File: src/rtl/fft_fe_pkg.sv
// Shared types and default widths for the FFT frontend sample path.
package fft_fe_pkg;

  localparam int unsigned DEF_ADDR_WIDTH = 8;
  localparam int unsigned DEF_DATA_WIDTH = 16;
  localparam int unsigned DEF_FRM_WIDTH  = 4;
  localparam int unsigned DEF_GAP_WIDTH  = 4;

  typedef enum logic [1:0] {
    ST_IDLE = 2'd0,
    ST_RUN  = 2'd1,
    ST_GAP  = 2'd2,
    ST_DONE = 2'd3
  } fe_state_e;

endpackage

File: src/rtl/fft_frame_ctrl.sv
// Frame sequencer: gates the sample source so it emits N samples per frame for
// M frames, with a programmable idle gap, honouring downstream ready and abort.
module fft_frame_ctrl
  import fft_fe_pkg::*;
#(
  parameter int unsigned ADDR_WIDTH = DEF_ADDR_WIDTH,
  parameter int unsigned FRM_WIDTH  = DEF_FRM_WIDTH,
  parameter int unsigned GAP_WIDTH  = DEF_GAP_WIDTH
) (
  input  logic                  clk_cg_i,
  input  logic                  rst_b_i,
  input  logic                  start_i,
  input  logic                  abort_i,
  input  logic [ADDR_WIDTH-1:0] cfg_len_m1_i,
  input  logic [FRM_WIDTH-1:0]  cfg_nfrm_m1_i,
  input  logic [GAP_WIDTH-1:0]  cfg_gap_i,
  input  logic                  dn_rdy_i,
  output logic                  enb_cg_o,
  output logic [ADDR_WIDTH-1:0] smp_idx_o,
  output logic [FRM_WIDTH-1:0]  frm_idx_o,
  output logic                  sof_o,
  output logic                  eof_o,
  output logic                  busy_o,
  output logic                  done_o
);

  fe_state_e             state_q, state_d;
  logic [ADDR_WIDTH-1:0] smp_q, smp_d;
  logic [ADDR_WIDTH-1:0] len_q, len_d;
  logic [FRM_WIDTH-1:0]  frm_q, frm_d;
  logic [FRM_WIDTH-1:0]  nfrm_q, nfrm_d;
  logic [GAP_WIDTH-1:0]  gap_q, gap_d;
  logic [GAP_WIDTH-1:0]  gcnt_q, gcnt_d;
  logic                  sof_q, sof_d;
  logic                  eof_q, eof_d;
  logic                  busy_q, busy_d;
  logic                  done_q, done_d;
  logic                  last_smp, last_frm;

  // Ready/abort to enable is the one deliberate combinational path.
  assign enb_cg_o = (state_q == ST_RUN) & dn_rdy_i & ~abort_i;
  assign last_smp = (smp_q == len_q);
  assign last_frm = (frm_q == nfrm_q);

  always_comb begin
    state_d = state_q;
    smp_d   = smp_q;
    frm_d   = frm_q;
    len_d   = len_q;
    nfrm_d  = nfrm_q;
    gap_d   = gap_q;
    gcnt_d  = gcnt_q;

    case (state_q)
      ST_IDLE: begin
        if (start_i && !abort_i) begin
          len_d   = cfg_len_m1_i;
          nfrm_d  = cfg_nfrm_m1_i;
          gap_d   = cfg_gap_i;
          smp_d   = '0;
          frm_d   = '0;
          state_d = ST_RUN;
        end
      end
      ST_RUN: begin
        if (abort_i) begin
          smp_d   = '0;
          frm_d   = '0;
          state_d = ST_IDLE;
        end else if (dn_rdy_i) begin
          if (last_smp && last_frm) begin
            state_d = ST_DONE;
          end else if (last_smp) begin
            smp_d = '0;
            frm_d = frm_q + FRM_WIDTH'(1);
            if (gap_q != '0) begin
              gcnt_d  = gap_q;
              state_d = ST_GAP;
            end
          end else begin
            smp_d = smp_q + ADDR_WIDTH'(1);
          end
        end
      end
      ST_GAP: begin
        if (abort_i) begin
          smp_d   = '0;
          frm_d   = '0;
          state_d = ST_IDLE;
        end else begin
          gcnt_d = gcnt_q - GAP_WIDTH'(1);
          if (gcnt_q == GAP_WIDTH'(1)) begin
            state_d = ST_RUN;
          end
        end
      end
      ST_DONE: begin
        if (abort_i) begin
          smp_d = '0;
          frm_d = '0;
        end
        state_d = ST_IDLE;
      end
      default: state_d = ST_IDLE;
    endcase

    // Status flags are precomputed from next state so they come straight off flops.
    sof_d  = (state_d == ST_RUN) && (smp_d == '0);
    eof_d  = (state_d == ST_RUN) && (smp_d == len_d);
    busy_d = (state_d == ST_RUN) || (state_d == ST_GAP);
    done_d = (state_d == ST_DONE);
  end

  always_ff @(posedge clk_cg_i or negedge rst_b_i) begin
    if (!rst_b_i) begin
      state_q <= ST_IDLE;
      smp_q   <= '0;
      frm_q   <= '0;
      len_q   <= '0;
      nfrm_q  <= '0;
      gap_q   <= '0;
      gcnt_q  <= '0;
      sof_q   <= 1'b0;
      eof_q   <= 1'b0;
      busy_q  <= 1'b0;
      done_q  <= 1'b0;
    end else begin
      state_q <= state_d;
      smp_q   <= smp_d;
      frm_q   <= frm_d;
      len_q   <= len_d;
      nfrm_q  <= nfrm_d;
      gap_q   <= gap_d;
      gcnt_q  <= gcnt_d;
      sof_q   <= sof_d;
      eof_q   <= eof_d;
      busy_q  <= busy_d;
      done_q  <= done_d;
    end
  end

  assign smp_idx_o = smp_q;
  assign frm_idx_o = frm_q;
  assign sof_o     = sof_q;
  assign eof_o     = eof_q;
  assign busy_o    = busy_q;
  assign done_o    = done_q;

endmodule

File: config.mk
export PLATFORM = sky130hd
export DESIGN_NAME = fft_frame_ctrl
export DESIGN_NICKNAME = d
export VERILOG_FILES = /design/src/rtl/fft_fe_pkg.sv /design/src/rtl/fft_frame_ctrl.sv
export SDC_FILE = /design/constraint.sdc
export NUM_CORES = 1
export LEC_CHECK = 0
export ABC_AREA = 1
export CAP_MARGIN = 20
export CORE_MARGIN = 2
export CORE_UTILIZATION = 35
export DETAILED_ROUTE_END_ITERATION = 16
export DONT_BUFFER_PORTS = 1
export GPL_ROUTABILITY_DRIVEN = 0
export PLACE_DENSITY = 0.48
export SLEW_MARGIN = 5
export SYNTH_ARGS = -nofsm -noshare
export SYNTH_HDL_FRONTEND = slang
export SYNTH_SLANG_ARGS = --single-unit
File: constraint.sdc
create_clock -name clk_cg_i -period 2 [get_ports clk_cg_i]
set_input_delay 0.5 -clock clk_cg_i [delete_from_list [all_inputs] [get_ports clk_cg_i]]
set_output_delay 0.5 -clock clk_cg_i [all_outputs]
set_load 0.02 [all_outputs]
==> run summary, run 1 <==
Starting DRT DRC Count: 116
clk root buf: clkbuf_8
Seq/Total Area, Yosys: 0.3831
vias in the first global route: 2106
worst path cell trace: buf_4 -> ha_2 -> nand4_1 -> nor2_2 -> xor2_1 -> nand3_2 -> nand2_1 -> nand2_2 -> nand3_4 -> nand2_1 -> nand2_1 -> nor2_1 -> nand2_1 -> nor2_1
commonest non-fill, non-tap cell in the layout: nand2_1
Post-synth EDFFs: 0
Layout Area Growth over Synthesis: 20.67%
CP Max Fanout: 5
CP max stage cell: dfrtp_1
Avg WL per Cell: 13.38 um
top cell type's share of synthesized area: 0.3831
CTS Buffer Depth: 2
Via-to-Cell Ratio: 4.706
Reg clk slew, reported paths: 80 ps
Congestion Overflow GR: 0
Fin. Hold Viols: 0
post-DP HPWL: 4583 um
sum of negative setup slack: 0 ps
die area: 0.007782 mm2
Max Clk Rate: 0.5161 GHz
mux cell area share after synthesis: 0.03175
Crit path max-delay family: simple AND/OR/NAND/NOR gates
crit path DAT: 2120 ps
Initial Utilization: 0.3634
Residual DRC: 0
Port Buffers: 0
Setup-failing EPs final: 0
CP Launch Type: flip-flop
number of iterations in the first detailed-routing pass: 4
XOR/XNOR Fraction of Synth Area: 0.05141
Crit path buffers/inverters: 1
Die Y: 88.22 um
antenna violations before repair: 0
HP Class: in -> async
clk sinks: 38
Worst path depth: 14
minimum clock period: 1938 ps
share of post-route cells with drive strength above 1: 0.2725
fin util: 0.4385
Syn Inst Count: 321
headroom to the max-slew limit: 0.7761
cell taking the most area after synthesis: dfrtp_1
Total Power: 3.062 mW
core area: 0.006832 mm2
clock skew: 4.704 ps
first-pass GRT wire length: 10080 um
most used cell, CP: nand2_1
Synthesized Nets: 348
Vias: 2127
max incr delay on CP: 380 ps
worst vdd ir: 0.4355 mV
worst reg2reg startpoint: smp_idx_o[0]
nets@finish: 382
RSZ-0062 raised after global routing: yes
endpoint class of the critical path: flip-flop
FF-to-FF path depth: 14
R2R setup slack: 60 ps
crit share post-route: 0.9688
WS Path Type: reg -> reg
Post-Synth Adder-Cell Area: 0.03024
Rows: 30
status: complete, no violations
GRT Resource Usage Total: 0.1686
Yosys reg bits: 38
Pleak: 1.509 nW
top cells by area, synth: dfrtp_1, nand2_1, inv_1
Primary FF master, synth: dfrtp_1
Slew @ Worst Pin: 335.8 ps
largest family of logic cells by synthesized area: simple AND/OR/NAND/NOR gates
CP Data Required Time: 2180 ps
Synthesis Warnings: 0
Synth Cell Area: 0.002482 mm2
RR Endpoint: eof_o
CTS Buf Count: 5
Avg Synthesized Cell Area: 7.733 um2
largest net degree at the start of global routing: 39
most frequent cells in the layout: nand2_1, dfrtp_1, inv_1, buf_4, nor2_1
unique cell type count in the Yosys netlist: 32
Pins Over Slew Limit: 0
H-Tree Depth: 2
compound-gate portion of the synthesized area: 0.07359
post-route ant nets: 0
Simple-Gate Fraction of Synth Area: 0.3483
Die X: 88.22 um
Max Cap Viol: 0
# IOs: 38
WL final: 6049 um
Clk Latency, worst-skew pair: 290 ps
Min Hold Slack: 43.21 ps
power per cell area: 1022 mW/mm2
CTS tree: built
Ant. Diodes: 0
Post-synth ARST share: 1.000
-- per-layer routing --
| metal | track usage | share of wire |
|---|---|---|
| met1 | 0.2303 | 0.49 |
| met2 | 0.2741 | 0.46 |
| met3 | 0.03638 | 0.043 |
| met4 | 0.04132 | 0.0091 |
| met5 | 0 | 0 |
-- report_power, final --
part / switching (mW) / internal [mW] / total (mW)
Clock: 0.278 / 0.277 / 0.555
Combinational: 0.753 / 0.571 / 1.32
Sequential: 0.190 / 0.992 / 1.18
Total: 1.22 / 1.84 / 3.06
-- cells by family (layout without fill, tap and decap cells) --
group	Yosys count	in the layout
simple gates	184	184
buf+inv	44	79
flops	38	38
compound gates	30	30
xor+xnor	12	12
mux	7	7
fa+ha+maj	6	6
-- metrics by stage --
step | cells | setup WS (ps) | area [um2]
2_1_floorplan | 321 | 5.032 | 2492
3_3_place_gp | 441 | 11.69 | 2789
3_5_place_dp | 441 | 1.786 | 2789
4_1_cts | 450 | 37.53 | 2912
5_1_grt | 452 | -125.1 | 2995
6_report | 452 | 62.40 | 2995
-- worst register-to-register path, stage by stage (launching register included) --
cell and delay [ps]:
dfrtp_1 380, buf_4 150, ha_2 190, nand4_1 130, nor2_2 160, xor2_1 180, nand3_2 70, nand2_1 80
nand2_2 70, nand3_4 100, nand2_1 60, nand2_1 110, nor2_1 60, nand2_1 60, nor2_1 30
-- how the worst max path moves through the flow --
stage | endpoint | start | slack [ps]
after floorplan | sof_o | smp_idx_o[3] | 5
after global placement | sof_o | nfrm_q[1] | 10
after detailed placement | sof_o | smp_idx_o[4] | 2
after CTS | frm_idx_o[2] | smp_idx_o[3] | 40
after global routing | sof_o | smp_idx_o[0] | -130
final | eof_o | smp_idx_o[0] | 60
-- state kept, by name, indices dropped and copies added, names as in the netlist --
name	flops
state_q	2
done_o	1
sof_o	1
smp_idx_o	8
busy_o	1
nfrm_q	4
gcnt_q	4
gap_q	4
len_q	8
eof_o	1
frm_idx_o	4
-- cell type report --
type / count / area [um2]
timing repair buffer: 36 / 290.3
clock inverter: 2 / 12.51
multi-input combinational: 239 / 1404
sequential: 38 / 954.7
clock buffer: 6 / 82.58
tap: 96 / 120.1
inverter: 35 / 131.4
fill: 718 / 3836
-- Yosys cell counts, drive strengths merged, types with 2 or more instances --
| cell type | number |
|---|---|
| o31ai | 2 |
| ha | 6 |
| dfrtp | 38 |
| a21oi | 7 |
| nor2 | 29 |
| nand4 | 11 |
| nor3b | 2 |
| xor2 | 4 |
| inv | 35 |
| nand2 | 110 |
| xnor2 | 8 |
| o21ai | 18 |
| mux2 | 7 |
| nor3 | 5 |
| nand3 | 24 |
| nor4 | 2 |
| buf | 8 |
| o41ai | 2 |
-- timing repair --
| item | in CTS | in global routing |
|---|---|---|
| hold buffers | 1 | 0 |
| pin swaps | 0 | 7 |
| setup endpoints to repair | 1 | 9 |
| resized for setup | 2 | 16 |
| endpoints found under the hold margin | 38 | 0 |
| setup buffers | 0 | 2 |
Power figures use the tool's default switching activity.
==> run 2: changes to the inputs <==
Settings changed: CORE_UTILIZATION 35 to 49, PLACE_DENSITY 0.48 to 0.63.
==> run 2 against run 1 <==
- core utilization is 17 points higher
- sequential power about the same
- first-iteration DRC count up 6.9%
- non-clock buffer count down 3
- fmax rose by 2.2%
- largest cell class unchanged
- combinational power barely moved
- register-to-register slack better by 40 ps
- sequential share of layout area rose by 0.50 points
- global-route usage is 5.2 points higher
==> run summary, run 2 (synthesis gave the netlist of run 1 again) <==
status: complete, no violations
Port Buffers: 0 (unchanged)
Seq pwr share: 0.391 (+0.005)
power per cell area: 1035 mW/mm2 (+1.3%)
Pleak: 1.495 nW (-0.91%)
CP Max Fanout: 6 (+1)
CTS tree: built
Comb pwr share: 0.430 (-0.003)
Reg area: 954.7 um2 (unchanged)
largest net degree at the start of global routing: 39 (unchanged)
clock skew: 4.800 ps (+0.09545 ps)
clk root buf: clkbuf_8
worst vdd ir: 0.6484 mV (+49%)
headroom to the max-slew limit: 0.6419 (-0.1342)
Rows: 25 (-17%)
share of post-route cells with drive strength above 1: 0.2691 (-0.003350)
placed cell area: 0.002743 mm2 (-1.7%)
minimum clock period: 1897 ps (-41.00 ps)
Pins Over Slew Limit: 0 (unchanged)
max incr delay on CP: 400 ps (+20 ps)
CP max stage cell: dfrtp_1
worst path cell trace: inv_1 -> nand2_1 -> nand2_1 -> nand2_1 -> nor2_4 -> nand2_4 -> nor2_2 -> nand2_1 -> nand2_1 -> nand2_1 -> nand2_1 -> a21oi_2 -> ha_2 -> nor3b_1 -> nand2_1 -> nor2_1
most frequent cells in the layout: nand2_1, dfrtp_1, inv_1, buf_4, nor2_1
GRT Resource Usage Total: 0.2208 (+0.05224)
WS Path Type: reg -> reg
CTS Buf Count: 5 (unchanged)
Ant. Diodes: 0 (unchanged)
Setup WS post-layout: 103.4 ps (+41.00 ps)
crit path DAT: 2130 ps (about the same)
RSZ-0062 raised after global routing: yes
crit share post-route: 0.9483 (-0.02050)
commonest non-fill, non-tap cell in the layout: nand2_1
# fillers: 435 (-39%)
Fin. Hold Viols: 0 (unchanged)
Clk Latency, worst-skew pair: 290 ps (about the same)
Vias: 2157 (+1.4%)
Crit path buffers/inverters: 1 (unchanged)
Initial Utilization: 0.5153 (+0.1520)
post-route ant nets: 0 (unchanged)
Layout Area Growth over Synthesis: 18.80%
H-Tree Depth: 2 (unchanged)
die area: 0.005651 mm2 (-27%)
pre-CTS setup slack: 60.19 ps (+58.40 ps)
switching power: 1.207 mW (-1.1%)
Slew @ Worst Pin: 533.5 ps (+197.8 ps)
Setup-failing EPs final: 0 (unchanged)
Via-to-Cell Ratio: 5.136 (+9.1%)
R2R setup slack: 100 ps (+40 ps)
Avg WL per Cell: 13.25 um (-0.96%)
Final Cell Area: 0.002949 mm2 (-1.5%)
Congestion Overflow GR: 0 (unchanged)
post-DP HPWL: 4225 um (-7.8%)
nets@finish: 379 (-0.79%)
CP Data Required Time: 2230 ps (+50 ps)
Clock power frac: 0.179 (-0.002)
clk sinks: 38 (unchanged)
antenna violations before repair: 0 (unchanged)
Reg clk slew, reported paths: 70 ps (about the same)
Residual DRC: 0 (unchanged)
endpoint class of the critical path: flip-flop
CP Launch Type: flip-flop
Die X: 75.18 um (-15%)
Max Cap Viol: 0 (unchanged)
Die Y: 75.18 um (-15%)
core area: 0.004817 mm2 (-29%)
Crit path max-delay family: simple AND/OR/NAND/NOR gates
Finished Layout Cells: 420 (-7.1%)
WL final: 5567 um (-8.0%)
fin util: 0.6122 (+0.1737)
number of iterations in the first detailed-routing pass: 4 (unchanged)
vias in the first global route: 1970 (-6.5%)
worst reg2reg startpoint: smp_idx_o[0]
switch share: 0.3954 (-0.003360)
multi-input logic area: 0.001404 mm2 (unchanged)
HP Class: in -> async
Pint: 1.846 mW (+0.28%)
Starting DRT DRC Count: 124 (+6.9%)
critical path startpoint: smp_idx_o[0]
most used cell, CP: nand2_1
first-pass GRT wire length: 9349 um (-7.3%)
dpl cells: 409 (-7.3%)
Max Clk Rate: 0.5273 GHz (+2.2%)
CTS Buffer Depth: 2 (unchanged)
# IOs: 38 (unchanged)
run 2: what timing repair did:
item                                   CTS  global route
buffers inserted                         0             2
hold buffers                             1             0
endpoints found under the hold margin   38             0
gates resized for setup                  0            21
setup endpoints to repair                0             4
run 2: worst paths after layout:
path	endpoint	cells past startpoint
max reg2reg	sof_o	16
min	gcnt_q[0]	1
min in group clk_cg_i	frm_idx_o[3]	1
max	sof_o	16
min reg2reg	gcnt_q[1]	2
max in group asynchronous	smp_idx_o[6]	1
run 2: per-stage QoR:
step           hold WS (ps)  TNS (ps)  power (mW)
2_1_floorplan         204.4         0       2.049
3_3_place_gp          205.6         0       2.391
3_5_place_dp          205.4         0       2.412
4_1_cts               42.29         0       2.984
5_1_grt               42.08    -157.0       3.306
6_report              39.98         0       3.053
run 2: routing by layer:
metal,track usage,part of all wire,up-vias
met5,0,0,-
li1,-,-,1105
met2,0.3265,0.45,47
met1,0.3243,0.49,998
met3,0.05087,0.055,7
met4,0.06433,0.011,0
run 2: final cells by class:
class                   count  area share
inverters                  35     0.04455
flip-flops and latches     38      0.3237
multi-input cells         239      0.4760
clock inverters             1    0.001697
repair buffers             33     0.09631
well taps                  67     0.02843
clock buffers               7     0.02927
run 2: worst register-to-register path, cell delays in order (launching register included):
cell and delay, ps:
dfrtp_1 400, inv_1 80, nand2_1 60, nand2_1 40
nand2_1 90, nor2_4 60, nand2_4 100, nor2_2 40
nand2_1 60, nand2_1 50, nand2_1 60, nand2_1 60
a21oi_2 180, ha_2 200, nor3b_1 180, nand2_1 80
nor2_1 80
run 2: power by group through the flow:
stage               registers (mW)  logic, mW  clock network [mW]
floorplan                     1.22      0.824                   0
global placement              1.20       1.19                   0
detailed placement            1.20       1.21                   0
CTS                           1.19       1.24               0.561
global route                  1.22       1.49               0.595
finish                        1.19       1.31               0.547
